[src/rtl/df_mon_pkg.sv]
// Shared types for the dataflow stall watchdog: FSM states, report kind codes
// and the width of the reported process index.
package df_mon_pkg;

    localparam int PROC_IDX_W = 5;

    typedef enum logic [2:0] {
        IDLE,
        RUN,
        SUSPECT,
        DEADLOCK,
        REPORTED
    } state_e;

    typedef enum logic [1:0] {
        KIND_CHAN = 2'd0,
        KIND_AXIS = 2'd1,
        KIND_BOTH = 2'd2
    } kind_e;

endpackage

[src/rtl/df_first_blocked.sv]
// Lowest-index priority encoder over the blocked processes. It also reports
// which kind of block (channel, axis or both) holds that process.
module df_first_blocked
    import df_mon_pkg::*;
#(
    parameter int NUM_PROC = 9
) (
    input  logic [NUM_PROC-1:0]   chan,
    input  logic [NUM_PROC-1:0]   axis,
    output logic [PROC_IDX_W-1:0] idx,
    output logic [1:0]            kind
);

    always_comb begin
        idx  = '0;
        kind = KIND_CHAN;
        // Scan from the top down so the lowest blocked index is the last write.
        for (int i = NUM_PROC - 1; i >= 0; i--) begin
            if (chan[i] || axis[i]) begin
                idx = PROC_IDX_W'(i);
                if (chan[i] && axis[i])
                    kind = KIND_BOTH;
                else if (axis[i])
                    kind = KIND_AXIS;
                else
                    kind = KIND_CHAN;
            end
        end
    end

endmodule

[src/rtl/df_stall_watchdog.sv]
// Debounced deadlock watchdog for an HLS dataflow region: qualifies a global
// stall over STALL_THRESH cycles, latches the verdict and issues one report.
module df_stall_watchdog
    import df_mon_pkg::*;
#(
    parameter int NUM_PROC     = 9,
    parameter int STALL_THRESH = 16,
    parameter int CNT_W        = 8
) (
    input  logic                  clock,
    input  logic                  reset,
    input  logic                  enable,
    input  logic                  clear,
    input  logic [NUM_PROC-1:0]   proc_idle,
    input  logic [NUM_PROC-1:0]   proc_chan_block,
    input  logic [NUM_PROC-1:0]   proc_axis_block,
    output logic                  deadlock,
    output logic [CNT_W-1:0]      stall_cnt,
    output logic                  report_valid,
    input  logic                  report_ready,
    output logic [PROC_IDX_W-1:0] report_proc,
    output logic [1:0]            report_kind,
    output logic [NUM_PROC-1:0]   report_block_vec
);

    state_e                state, state_n;
    logic [CNT_W-1:0]      cnt_n;
    logic                  dl_n, rv_n;
    logic [PROC_IDX_W-1:0] rp_n;
    logic [1:0]            rk_n;
    logic [NUM_PROC-1:0]   rb_n;

    logic [NUM_PROC-1:0]   blk_vec;
    logic                  any_blk, all_stop;
    logic [PROC_IDX_W-1:0] first_idx;
    logic [1:0]            first_kind;

    assign blk_vec  = proc_chan_block | proc_axis_block;
    assign any_blk  = |blk_vec;
    // Everyone idle with nothing blocked is a finished region, not a deadlock.
    assign all_stop = (&(proc_idle | blk_vec)) && any_blk;

    df_first_blocked #(.NUM_PROC(NUM_PROC)) u_first (
        .chan (proc_chan_block),
        .axis (proc_axis_block),
        .idx  (first_idx),
        .kind (first_kind)
    );

    always_comb begin
        state_n = state;
        cnt_n   = stall_cnt;
        dl_n    = deadlock;
        rv_n    = report_valid;
        rp_n    = report_proc;
        rk_n    = report_kind;
        rb_n    = report_block_vec;
        if ((clear && state != IDLE) || !enable) begin
            state_n = (clear && state != IDLE && enable) ? RUN : IDLE;
            cnt_n   = '0;
            dl_n    = 1'b0;
            rv_n    = 1'b0;
            rp_n    = '0;
            rk_n    = '0;
            rb_n    = '0;
        end else begin
            case (state)
                IDLE: begin
                    state_n = RUN;
                    cnt_n   = '0;
                end
                RUN: begin
                    if (all_stop) begin
                        state_n = SUSPECT;
                        cnt_n   = CNT_W'(1);
                    end
                end
                SUSPECT: begin
                    if (!all_stop) begin
                        state_n = RUN;
                        cnt_n   = '0;
                    end else if (stall_cnt == CNT_W'(STALL_THRESH - 1)) begin
                        state_n = DEADLOCK;
                        dl_n    = 1'b1;
                        rv_n    = 1'b1;
                        rp_n    = first_idx;
                        rk_n    = first_kind;
                        rb_n    = blk_vec;
                    end else if (stall_cnt != {CNT_W{1'b1}}) begin
                        cnt_n   = stall_cnt + CNT_W'(1);
                    end
                end
                DEADLOCK: begin
                    if (report_ready) begin
                        state_n = REPORTED;
                        rv_n    = 1'b0;
                    end
                end
                REPORTED: ;
                default: state_n = IDLE;
            endcase
        end
    end

    always_ff @(posedge clock) begin
        if (reset) begin
            state            <= IDLE;
            stall_cnt        <= '0;
            deadlock         <= 1'b0;
            report_valid     <= 1'b0;
            report_proc      <= '0;
            report_kind      <= '0;
            report_block_vec <= '0;
        end else begin
            state            <= state_n;
            stall_cnt        <= cnt_n;
            deadlock         <= dl_n;
            report_valid     <= rv_n;
            report_proc      <= rp_n;
            report_kind      <= rk_n;
            report_block_vec <= rb_n;
        end
    end

endmodule

[config.mk]
export PLATFORM = sky130hd
export DESIGN_NAME = df_stall_watchdog
export DESIGN_NICKNAME = d
export VERILOG_FILES = /design/src/rtl/df_mon_pkg.sv /design/src/rtl/df_first_blocked.sv /design/src/rtl/df_stall_watchdog.sv
export SDC_FILE = /design/constraint.sdc
export NUM_CORES = 1
export LEC_CHECK = 0
export ABC_AREA = 1
export ABC_CLOCK_PERIOD_IN_PS = 3600
export BUFFER_PORTS_ARGS = -buffer_cell sky130_fd_sc_hd__buf_2
export CAP_MARGIN = 40
export CORE_UTILIZATION = 50
export CTS_CLUSTER_SIZE = 40
export DETAILED_ROUTE_END_ITERATION = 6
export HOLD_SLACK_MARGIN = 0.05
export PLACE_DENSITY = 0.77
export SLEW_MARGIN = 0
export SYNTH_ARGS = -nofsm -noshare
export SYNTH_HDL_FRONTEND = slang
export SYNTH_SLANG_ARGS = --single-unit
[constraint.sdc]
create_clock -name clock -period 3.6 [get_ports clock]
set_input_delay 0.36 -clock clock [delete_from_list [all_inputs] [get_ports clock]]
set_output_delay 0.36 -clock clock [all_outputs]
set_load 0.02 [all_outputs]
==> flow_metrics.tcl <==
set metrics [dict create \
    status "finished clean" \
    clk_latency_ns 0.31 \
    fillers 354 \
    worstHoldStart "reset" \
    drive_gt1_frac 0.292 \
    wl_per_cell_um 10.7 \
    gp_congestion 0.863 \
    worstSetupPathType "register to register" \
    grt_max_degree 23 \
    crit_path_start_kind "register" \
    core.rowCount 21 \
    cts_made_buffers 3 \
    ys_types 44 \
    drc 0 \
    diodes 0 \
    worstPathArrival_ns 2.45 \
    synth_seq_cells 28 \
    clk_pin_slew_ns 0.13 \
    yosysTopAreaCell "dfxtp_1" \
    postCtsSetupBuffers 0 \
    fin_ws_ns 1.39 \
    grt_overflow 0 \
    dp_slack_ns 1.35 \
    synth_seq_area_share 0.309 \
    design.die.area_um2 3870 \
    ys.flop_type "dfxtp_1" \
    vias_per_cell 4.96 \
    synth_edf_count 0 \
    yosys_warnings 0 \
    pin_count 58 \
    fin_area_um2 2120 \
    min_period_over_period 0.613 \
    layout.nets 354 \
    critPathMaxFanout 14 \
    cp-startpoint "state[1]$_SDFFE_PP0P_" \
    grt_pass1_wl_um 6870 \
    die_h_um 62.2 \
    synth_top_area_share 0.309 \
    initial_core_util 0.531 \
    cts_tree "done" \
    powerDensity_nw_per_um2 255 \
    relSlewSlack 0.514 \
    grt_pass1_vias 1726 \
    worstReg2RegStart "state[1]$_SDFFE_PP0P_" \
    root_buffer "clkbuf_4" \
    synth_area_leaders "dfxtp_1 (31%), nand2_1 (9.3%), inv_1 (7.2%)" \
    clockBufferDepth 2 \
    fin_worst_skew_ns 0.00491 \
    min_path_type "primary input to register" \
    hold_viol_final 0 \
    antenna_found_initial 0 \
    io_buffers 56 \
    dr.pass1.iters 4 \
    worstSetupEndpointType "register" \
    worstPathRequired_ns 3.84 \
    holdBufCountCts 0 \
    worst_ir_drop_vdd_v 0.000121 \
    leakagePower_uw 0.00100 \
    grt.total_usage 0.212 \
    htreeDepth 1 \
    synth_cells 265 \
    finalSetupTns_ns 0 \
    drv_cap 0 \
    setup_viol 0 \
    place_hpwl_um 3180 \
    synthArstFlopShare 0 \
    final_cells 365 \
    design.core.area_um2 3420 \
    via_count 1810 \
    placed_cell_area_um2 2100 \
    tightest_slew_ns 0.726 \
    fmaxAchievable_ghz 0.453 \
    ant_nets 0 \
    syn_nets 298 \
    syn_to_final_growth_pct 17.1 \
    die_w_um 62.2 \
    drt-total-wl_um 3910 \
    rsz0062_at_grt "no" \
    clock-sinks 28 \
    drt-initial-drc-count 81 \
    syn-mean-instance-area_um2 6.84 \
    cts_resized 0 \
    syn_area_um2 1810 \
    drv_slew 0 \
    min_period_ns 2.21 \
    place_inst 362 \
]
placed cells by master (no fill, tap or decap), types with 2 or more instances in the layout:
cell,Yosys,layout
buf_2,1,56
nor3_1,6,6
clkbuf_4,0,3
xor2_1,4,4
a21oi_1,26,26
o22ai_1,2,2
nor2_2,7,7
nand2_2,4,4
nand2_1,45,45
nor2_1,27,27
dfxtp_1,28,28
or2_2,2,2
o21ai_0,6,6
inv_1,35,35
nand3_1,22,22
nand4_1,4,4
o21ai_1,9,9
nand2_4,3,3
nand2_8,2,2
inv_2,6,6
metrics by stage:
stage / util / total power, uW / hold slack (ns)
4_1_cts: 0.622 / 549 / 0.198
5_1_grt: 0.622 / 574 / 0.201
6_report: 0.622 / 542 / 0.214
2_1_floorplan: - / 397 / 0.432
3_5_place_dp: 0.615 / 431 / 0.443
3_3_place_gp: 0.615 / 429 / 0.448
final timing paths:
path / depth (start not counted) / to / slack (ns)
worst min register to register: 2 / report_proc[1]$_SDFFE_PP0P_ / 0.46
worst max-delay path: 7 / report_proc[2]$_SDFFE_PP0P_ / 1.39
worst max register to register: 7 / report_proc[2]$_SDFFE_PP0P_ / 1.39
worst min-delay path: 2 / state[0]$_SDFFE_PP0P_ / 0.21
metal layers:
layer | global-route usage | up-vias | part of all wire
met4 | 0.0610 | 0 | 0.0069
met1 | 0.247 | 790 | 0.47
met2 | 0.409 | 44 | 0.49
met5 | 0 | - | 0
li1 | - | 974 | -
met3 | 0.0165 | 2 | 0.031
cells in the mapped netlist (2+ instances only):
| cell | number |
|---|---|
| a21oi_1 | 26 |
| buf_6 | 2 |
| dfxtp_1 | 28 |
| inv_1 | 35 |
| inv_2 | 6 |
| nand2_1 | 45 |
| nand2_2 | 4 |
| nand2_4 | 3 |
| nand2_8 | 2 |
| nand3_1 | 22 |
| nand4_1 | 4 |
| nor2_1 | 27 |
| nor2_2 | 7 |
| nor3_1 | 6 |
| o21ai_0 | 6 |
| o21ai_1 | 9 |
| o22ai_1 | 2 |
| or2_2 | 2 |
| xor2_1 | 4 |
layout make-up:
type                       instances  area (um2)  area share
inverter                          43         169      0.0796
timing repair buffer              56         280       0.132
sequential                        28         561       0.264
tap                               46        57.6      0.0271
clock buffer                       3        22.5      0.0106
multi-input combinational        189        1030       0.487
worst max-delay path, cell delays in order, from the launching register on:
cell and delay [ns]:
dfxtp_1 0.36, nor3_1 0.17, nor2_1 0.06, nor2_1 0.20, inv_1 0.10, nor2_1 0.57, inv_1 0.43, nor3b_2 0.25
registers in the layout (all words and copies together), names as in the netlist:
register          flops
report_block_vec      9
state                 3
report_valid          1
report_kind           2
report_proc           4
deadlock              1
stall_cnt             8
report_power, final:
part           switching (uW)  internal (uW)  total (uW)
clock network            78.7           39.1         118
registers                2.14            312         314
logic                    70.5           39.7         110
total                     151            391         542
cells by family (layout without fill, tap and decap cells):
group	after synthesis	count (layout)	synth area share
AO/OA/AOI/OAI	52	52	0.164
XOR/XNOR	4	4	0.0193
adder cells (fa/ha/maj)	1	1	0.00690
buffers and inverters	48	102	0.121
flip-flops	28	28	0.309
other	1	1	0.00207
AND/OR/NAND/NOR	131	131	0.378
No activity file was read; power rests on OpenSTA's default activity.
